[config.mk]
export PLATFORM = sky130hd
export DESIGN_NAME = hazard_ctrl_flat
export DESIGN_NICKNAME = d
export VERILOG_FILES = /design/src/rtl/hazard_ctrl_if.sv /design/src/rtl/hazard_ctrl.sv /design/src/flat_wrapper.sv
export SDC_FILE = /design/constraint.sdc
export NUM_CORES = 1
export LEC_CHECK = 0
export ABC_CLOCK_PERIOD_IN_PS = 2400
export CAP_MARGIN = 40
export CORE_AREA = 2 2 68 70
export CTS_CLUSTER_DIAMETER = 60
export CTS_CLUSTER_SIZE = 8
export DETAILED_ROUTE_END_ITERATION = 8
export DIE_AREA = 0 0 70 72
export MAX_ROUTING_LAYER = met4
export PLACE_DENSITY = 0.83
export SKIP_LAST_GASP = 1
export SLEW_MARGIN = 30
export SYNTH_ARGS = -nofsm -noshare
export SYNTH_HDL_FRONTEND = slang
export SYNTH_SLANG_ARGS = --single-unit
[constraint.sdc]
create_clock -name clock -period 2.4 [get_ports clock]
set_input_delay 0.24 -clock clock [delete_from_list [all_inputs] [get_ports clock]]
set_output_delay 0.24 -clock clock [all_outputs]
set_load 0.005 [all_outputs]
[src/rtl/hazard_ctrl_if.sv]
// rtl/hazard_ctrl_if.sv - ID-stage instruction in, forwarding selects and interlock out
interface hazard_ctrl_if #(
  parameter int CNT_W = 16
);
  logic [31:0]      ifid_ir;
  logic             ext_stall;
  logic [1:0]       fa;
  logic [1:0]       fb;
  logic             stall;
  logic             bubble;
  logic [CNT_W-1:0] stall_count;

  modport master (
    output ifid_ir, ext_stall,
    input  fa, fb, stall, bubble, stall_count
  );

  modport slave (
    input  ifid_ir, ext_stall,
    output fa, fb, stall, bubble, stall_count
  );
endinterface

[src/rtl/hazard_ctrl.sv]
// rtl/hazard_ctrl.sv - forwarding select generation and load-use interlock for the 5-stage core
module hazard_ctrl #(
  parameter logic [5:0] OP_ALU  = 6'd0,
  parameter logic [5:0] OP_J    = 6'd2,
  parameter logic [5:0] OP_JAL  = 6'd3,
  parameter logic [5:0] OP_ADDI = 6'd8,
  parameter logic [5:0] OP_LW   = 6'd35,
  parameter logic [5:0] OP_SW   = 6'd43,
  parameter int         CNT_W   = 16
) (
  input  logic         clock,
  input  logic         resetn,
  hazard_ctrl_if.slave hif
);

  logic [5:0] op;
  logic [4:0] rs;
  logic [4:0] rt;
  logic [4:0] rd;
  logic       unused_ir;

  assign op        = hif.ifid_ir[31:26];
  assign rs        = hif.ifid_ir[25:21];
  assign rt        = hif.ifid_ir[20:16];
  assign rd        = hif.ifid_ir[15:11];
  assign unused_ir = ^hif.ifid_ir[10:0];

  logic       rs_used;
  logic       rt_used;
  logic       id_ld;
  logic       id_wr;
  logic [4:0] id_dst;

  always_comb begin
    rs_used = 1'b0;
    rt_used = 1'b0;
    id_ld   = 1'b0;
    id_dst  = 5'd0;
    case (op)
      OP_ALU: begin
        rs_used = 1'b1;
        rt_used = 1'b1;
        id_dst  = rd;
      end
      OP_ADDI: begin
        rs_used = 1'b1;
        id_dst  = rt;
      end
      OP_LW: begin
        rs_used = 1'b1;
        id_dst  = rt;
        id_ld   = 1'b1;
      end
      OP_SW: begin
        rs_used = 1'b1;
        rt_used = 1'b1;
      end
      OP_JAL:  id_dst = 5'd31;
      OP_J:    ;
      default: ;
    endcase
  end

  // r0 is hardwired, so a write to it never creates a dependency
  assign id_wr = (id_dst != 5'd0);

  logic [4:0]       ex_dst;
  logic             ex_wr;
  logic             ex_ld;
  logic [4:0]       mem_dst;
  logic             mem_wr;
  logic [1:0]       fa_q;
  logic [1:0]       fb_q;
  logic [CNT_W-1:0] cnt_q;

  function automatic logic [1:0] fwd_sel(
    input logic       used,
    input logic [4:0] src,
    input logic       e_wr,
    input logic [4:0] e_dst,
    input logic       m_wr,
    input logic [4:0] m_dst
  );
    logic [1:0] sel;
    sel = 2'b00;
    if (used && src != 5'd0) begin
      if (e_wr && e_dst == src)
        sel = 2'b10;
      else if (m_wr && m_dst == src)
        sel = 2'b01;
    end
    return sel;
  endfunction

  logic [1:0] fa_next;
  logic [1:0] fb_next;
  logic       rs_hit;
  logic       rt_hit;
  logic       load_use;
  logic       stall_i;

  assign fa_next  = fwd_sel(rs_used, rs, ex_wr, ex_dst, mem_wr, mem_dst);
  assign fb_next  = fwd_sel(rt_used, rt, ex_wr, ex_dst, mem_wr, mem_dst);

  // A load in EX has no result until after MEM, so a consumer in ID must wait a cycle
  assign rs_hit   = rs_used & (rs == ex_dst);
  assign rt_hit   = rt_used & (rt == ex_dst);
  assign load_use = ex_ld & ex_wr & (rs_hit | rt_hit);
  assign stall_i  = ~hif.ext_stall & load_use;

  assign hif.stall       = stall_i;
  assign hif.bubble      = stall_i;
  assign hif.fa          = fa_q;
  assign hif.fb          = fb_q;
  assign hif.stall_count = cnt_q;

  always_ff @(posedge clock) begin
    if (!resetn) begin
      ex_dst  <= 5'd0;
      ex_wr   <= 1'b0;
      ex_ld   <= 1'b0;
      mem_dst <= 5'd0;
      mem_wr  <= 1'b0;
      fa_q    <= 2'b00;
      fb_q    <= 2'b00;
      cnt_q   <= '0;
    end else if (!hif.ext_stall) begin
      mem_dst <= ex_dst;
      mem_wr  <= ex_wr;
      if (stall_i) begin
        ex_wr <= 1'b0;
        ex_ld <= 1'b0;
        fa_q  <= 2'b00;
        fb_q  <= 2'b00;
        if (cnt_q != {CNT_W{1'b1}})
          cnt_q <= cnt_q + CNT_W'(1);
      end else begin
        ex_dst <= id_dst;
        ex_wr  <= id_wr;
        ex_ld  <= id_ld;
        fa_q   <= fa_next;
        fb_q   <= fb_next;
      end
    end
  end

endmodule

[src/flat_wrapper.sv]
// flat-port wrapper written by rule: the top's interface ports become plain ports
module hazard_ctrl_flat 
#(
  parameter logic [5:0] OP_ALU  = 6'd0,
  parameter logic [5:0] OP_J    = 6'd2,
  parameter logic [5:0] OP_JAL  = 6'd3,
  parameter logic [5:0] OP_ADDI = 6'd8,
  parameter logic [5:0] OP_LW   = 6'd35,
  parameter logic [5:0] OP_SW   = 6'd43,
  parameter int         CNT_W   = 16
)
  (clock, resetn, hif_ifid_ir, hif_ext_stall, hif_fa, hif_fb, hif_stall, hif_bubble, hif_stall_count);
  hazard_ctrl_if #(.CNT_W(CNT_W)) hif_i ();
  input  logic clock;
  input  logic resetn;
  input wire logic [$bits(hif_i.ifid_ir)-1:0] hif_ifid_ir;
  input wire logic [$bits(hif_i.ext_stall)-1:0] hif_ext_stall;
  output wire logic [$bits(hif_i.fa)-1:0] hif_fa;
  output wire logic [$bits(hif_i.fb)-1:0] hif_fb;
  output wire logic [$bits(hif_i.stall)-1:0] hif_stall;
  output wire logic [$bits(hif_i.bubble)-1:0] hif_bubble;
  output wire logic [$bits(hif_i.stall_count)-1:0] hif_stall_count;
  assign hif_i.ifid_ir = hif_ifid_ir;
  assign hif_i.ext_stall = hif_ext_stall;
  assign hif_fa = hif_i.fa;
  assign hif_fb = hif_i.fb;
  assign hif_stall = hif_i.stall;
  assign hif_bubble = hif_i.bubble;
  assign hif_stall_count = hif_i.stall_count;
  hazard_ctrl #(.OP_ALU(OP_ALU), .OP_J(OP_J), .OP_JAL(OP_JAL), .OP_ADDI(OP_ADDI), .OP_LW(OP_LW), .OP_SW(OP_SW), .CNT_W(CNT_W)) u_core (.clock(clock), .resetn(resetn), .hif(hif_i));
endmodule
* Word-level counts from Yosys, hierarchy flattened
Cells that the tools add are included.
Widths: inputs -> output; s select.
** Storage, ports and cells
- Flip-flop bits (word level) :: 33
- Bits of input ports :: 35
- Output and inout port bits :: 22
- Logic and storage cells :: 57
** Cells by class
- Add/subtract/negate cells :: 1
- Equal/unequal tests :: 11
- Multiplexer cells :: 14
- Bitwise gates (word level) :: 8
- Reductions and logical operators :: 15
** Operators with widths (count)
- $eq 5x5->1 :: 6
- $add 16x1->16 const B :: 1
- $ne 16x16->1 const B :: 1
- $pmux 5 s3 :: 1
- $reduce_bool 5->1 :: 3
- $eq 6x6->1 const B :: 2
- $mux 2 :: 6
- $mux 1 :: 7
- $eq 6x2->1 const B :: 1
- $eq 6x4->1 const B :: 1
- $logic_and 1x1->1 :: 6
- $logic_not 6->1 :: 1
- $and 1x1->1 :: 5
- $reduce_or 2->1 :: 2
- $reduce_or 4->1 :: 1
- $reduce_and 3->1 :: 1
- $not 1->1 :: 2
- $reduce_and 2->1 :: 1
- $or 1x1->1 :: 1

* Depth between registers and ports, before layout
- Depth after elaboration :: 9
- Depth in mapped cells :: 7

* Least setup slack after synthesis
OpenSTA, ideal clock, no wires.
- Path kind :: input to output
- Start :: input port hif_ifid_ir[31]
- End :: output port hif_stall
- Arrival :: 1752 ps
- Slack :: 408 ps
- Stages on the path :: 7
- Path through :: or4_4 a211oi_2 a32oi_1 buf_2 clkbuf_1 nor2_1 buf_4
** On the way
- Word-level cells in the longest chain between the ends :: 7
- Elaborated cells on any way between the ends :: 13
- Classes of those cells :: eq/ne (3); mux (2); bitwise (5); reduce/logical (3)
** Ends and longest elaborated chain
- start, declared :: line flat_wrapper.sv:16 : input wire logic [$bits(hif_i.ifid_ir)-1:0] hif_ifid_ir;
- $eq 6x6->1 (tied with other cells) :: line hazard_ctrl.sv:39 : case (op)
- $reduce_or 4->1 (no line) or $reduce_or 2->1 (tied branches)
- $mux 1 :: line hazard_ctrl.sv:39
- $and 1x1->1, on equally long branches :: line hazard_ctrl.sv:106, hazard_ctrl.sv:107
- $or 1x1->1 * :: line hazard_ctrl.sv:108 : assign load_use = ex_ld & ex_wr & (rs_hit | rt_hit);
- $and 1x1->1 * :: line hazard_ctrl.sv:108
- $and 1x1->1 * :: line hazard_ctrl.sv:109 : assign stall_i = ~hif.ext_stall & load_use;
- end, declared :: line flat_wrapper.sv:20 : output wire logic [$bits(hif_i.stall)-1:0] hif_stall;
Every way passes the cells marked *; elsewhere a longest branch is shown, timed or not.

* Final worst setup path
- Start :: input port hif_ifid_ir[31]
- End :: register u_core.cnt_q[13], in the netlist u_core.hif.stall_count[13]
** On the way
- Word-level cells in the longest chain between the ends :: 8
- Elaborated cells on any way between the ends :: 14
- Classes of those cells :: eq/ne (3); mux (2); bitwise (5); reduce/logical (4)
** Ends and longest elaborated chain
- $eq 6x6->1 (tied with other cells) :: line hazard_ctrl.sv:39
- $reduce_or 4->1 (no line) or $reduce_or 2->1 (tied branches)
- $mux 1 :: line hazard_ctrl.sv:39
- $and 1x1->1, on equally long branches :: line hazard_ctrl.sv:106, hazard_ctrl.sv:107
- $or 1x1->1 * :: line hazard_ctrl.sv:108
- $and 1x1->1 * :: line hazard_ctrl.sv:108
- $and 1x1->1 * :: line hazard_ctrl.sv:109
- $reduce_and 3->1 (no line) *
- end signal, assigned :: line hazard_ctrl.sv:136 : cnt_q <= cnt_q + CNT_W'(1);
- end, declared :: line hazard_ctrl.sv:74 : logic [CNT_W-1:0] cnt_q;
Marked as above.
A chain may end at the register's enable or synchronous reset.

==> impl_metrics.ini <==
[clock_network]
clk_pin_slew_worst_paths_ns = 0.07
cts-root-buf = clkbuf_8
post_cts_hold_buffer_count = 0
clk_path_buf_depth = 2
h-tree-depth = 2
cts_sinks = 33
clk_latency_ns = 0.29
cts_buffers = 5
cts_tree = done

[place]
place_congestion = 0.9231
io_buffers = 45
pre_cts_ws_ns = -0.3330
hpwl_um = 4192

[timing]
fin_crit_ns = 2.263
setup_viol = 0
hold_viol = 0
max_freq_mhz = 441.8
finClkSkew_ns = 0.01235
max_slew_margin = 0.5978
fin_crit_sh = 0.9430
worst_pin_slew_ns = 0.6011
fin_setup_tns_ns = 0
rsz0062_at_grt = false
slew_viol_final = 0
layout_setup_ws_ns = 0.1367

[synthesis]
yosys_most_used_dff = dfxtp_1
synth_nets = 282
syn_area_um2 = 2018
avgSynthCellArea_um2 = 8.204
ys_types = 43
postSynthCellCount = 246
ys_seq_area_frac = 0.3273
ys_async_sr_fraction = 0
synth.largest_area_cell = dfxtp_1
synth_seq_cells = 33
yosys_warnings = 0
yosysTopAreaCellShare = 0.3273
synth_edf_count = 0
yosys-top-cells-area = dfxtp_1, xor2_1, mux2i_1, a21oi_1, a211oi_1

[drt]
wirelength_um = 5628
drc = 0
vias = 2191
viasPerCell = 6.019
first_pass_iters = 4
ant_nets = 0
wl_per_cell_um = 15.46
drtIter0Drc = 250

[grt]
grt_max_degree = 29
grt_use_total = 0.2380
grt-ovfl-total = 0
grt_antenna_before_repair = 0
grt_pass1_wl_um = 9404
grt_pass1_vias = 2048

[critical_path]
start_kind = input port
critical_path_required_ns = 2.62
cp-end-kind = flop
worstReg2RegEnd = u_core.hif.stall_count[1]$_SDFFE_PN0P_
reg2reg_from = u_core.hif.stall_count[0]$_SDFFE_PN0P_
cpPeakStageDelay_ns = 0.56
critPathSlowestCell = or4_4
path_max_fanout = 28
cp_cell_sequence = clkdlybuf4s50_1, or4_4, a211oi_2, a32oi_1, buf_4, or4_1, a21oi_1
critPathKind = in -> reg
cp.arrival_ns = 2.49
rr_worst_depth = 6
crit_end = u_core.hif.stall_count[13]$_SDFFE_PN0P_
crit_start = hif_ifid_ir[31]
rrSetupSlack_ns = 0.38

[power]
p_per_area_nw_per_um2 = 464.8
power_w = 0.001292
vdd_ir_drop_max_mv = 0.3906
leakagePower_nw = 1.010
p_seq_frac = 0.438
switchingPower_w = 0.0003073
intPower_w = 0.0009848
power_frac_comb = 0.138
clkPwrFrac = 0.425
p_sw_frac = 0.2378

[hold_path]
min_path_type = reg -> reg

[layout]
layout-drive-gt1-share = 0.1186
fin_nets = 347
area_growth_pct = 37.76
layout_common_cells = clkdlybuf4s50_1, dfxtp_1, buf_4, nand2_1
antenna_cells = 0
fillCellCount = 367
final_common_cell = clkdlybuf4s50_1

[job]
cap_violations = 0

[die]
die_w_um = 70
core_um2 = 4264
initial_core_util = 0.4733
die_area_um2 = 5040
core.rowCount = 24
io-pin-count = 57
dieHeight_um = 72

[status]
status = finished clean
==> per-stage QoR <==
| stage | instance area (um^2) | hold slack, ns | util | std cells |
|---|---|---|---|---|
| after CTS | 2780 | 0.4843 | 0.6520 | 364 |
| after floorplan | 2018 | 0.3950 | - | 246 |
| final | 2780 | 0.4834 | 0.6520 | 364 |
| after global routing | 2780 | 0.5130 | 0.6520 | 364 |
| after detailed placement | 2668 | 0.4745 | 0.6256 | 356 |
| after global placement | 2668 | 0.4691 | 0.6256 | 356 |
==> cell families after synthesis <==
logic type	synth area share
and+or+nand+nor	0.2784
AOI/OAI and AO/OA	0.1953
DFF	0.3273
xor gates and xnor gates	0.08680
buffers and inverters	0.03595
muxes	0.07005
adders and majority gates	0.006199
==> state kept, by name, summed over array words and instances (netlist names) <==
name,flops
u_core.hif.fa,2
u_core.mem_dst,5
u_core.ex_ld,1
u_core.mem_wr,1
u_core.ex_wr,1
u_core.hif.stall_count,16
u_core.ex_dst,5
u_core.hif.fb,2
==> synthesized netlist by cell type (2+ instances only) <==
cell	number
nand4_1	9
o31ai_1	7
nor2_1	18
inv_1	5
a211oi_1	10
clkbuf_1	8
mux2i_1	13
or4_1	7
nor3_1	4
nand2b_1	7
nor4_1	11
dfxtp_1	33
nand3_1	15
o211ai_1	2
xor2_1	18
o41ai_1	2
xnor2_1	2
o21a_1	2
a21oi_1	16
and3_1	5
o21ai_0	6
nand2_1	19
o2bb2ai_1	5
and4_1	3
==> timing repair <==
action                                  CTS  global route
resized for setup                         3             1
endpoints found under the setup margin    7             5
pin swaps                                 2             0
buffers inserted                          0             0
==> worst min path at each step <==
| stage | startpoint | end | slack (ns) | depth (start not counted) |
|---|---|---|---|---|
| after floorplan | resetn | u_core.hif.stall_count[3]$_SDFFE_PN0P_ | 0.39 | 2 |
| after global placement | u_core.hif.stall_count[9]$_SDFFE_PN0P_ | u_core.hif.stall_count[9]$_SDFFE_PN0P_ | 0.47 | 2 |
| after CTS | u_core.hif.stall_count[9]$_SDFFE_PN0P_ | u_core.hif.stall_count[9]$_SDFFE_PN0P_ | 0.48 | 2 |
| after detailed placement | u_core.hif.stall_count[9]$_SDFFE_PN0P_ | u_core.hif.stall_count[9]$_SDFFE_PN0P_ | 0.47 | 2 |
| after global routing | u_core.hif.stall_count[9]$_SDFFE_PN0P_ | u_core.hif.stall_count[9]$_SDFFE_PN0P_ | 0.51 | 2 |
| final | u_core.hif.stall_count[9]$_SDFFE_PN0P_ | u_core.hif.stall_count[9]$_SDFFE_PN0P_ | 0.48 | 2 |
==> power groups by stage <==
stage / Combinational (W) / Sequential [W] / Clock [W]
final: 0.000178 / 0.000566 / 0.000549
after global routing: 0.000195 / 0.000567 / 0.000587
after global placement: 0.000172 / 0.000577 / 0
after detailed placement: 0.000176 / 0.000578 / 0
after floorplan: 0.0000780 / 0.000575 / 0
after CTS: 0.000177 / 0.000565 / 0.000554
==> worst max-delay path, delay by kind of cell <==
| family | cells | cell delay (ns) |
|---|---|---|
| simple gates | 2 | 1.08 |
| compound gates | 3 | 0.49 |
| buf+inv | 2 | 0.67 |
==> layout make-up <==
type	instances	area, um^2	share of cell area
clock buffers	7	86.33	0.03105
clock inverters	1	30.03	0.01080
inverters	7	26.28	0.009451
multi-input cells	195	1285	0.4622
flip-flops and latches	33	660.6	0.2376
well taps	52	65.06	0.02340
repair buffers	69	626.9	0.2255
==> routing by layer <==
| layer | GRT usage | up-vias | routed length (um) |
|---|---|---|---|
| met5 | - | - | 0 |
| met4 | 0.07692 | 0 | 116 |
| met3 | 0.05139 | 17 | 445 |
| met2 | 0.3831 | 98 | 2605 |
| met1 | 0.3008 | 1011 | 2459 |
| li1 | - | 1065 | - |
No activity file was read; power rests on OpenSTA's default activity.
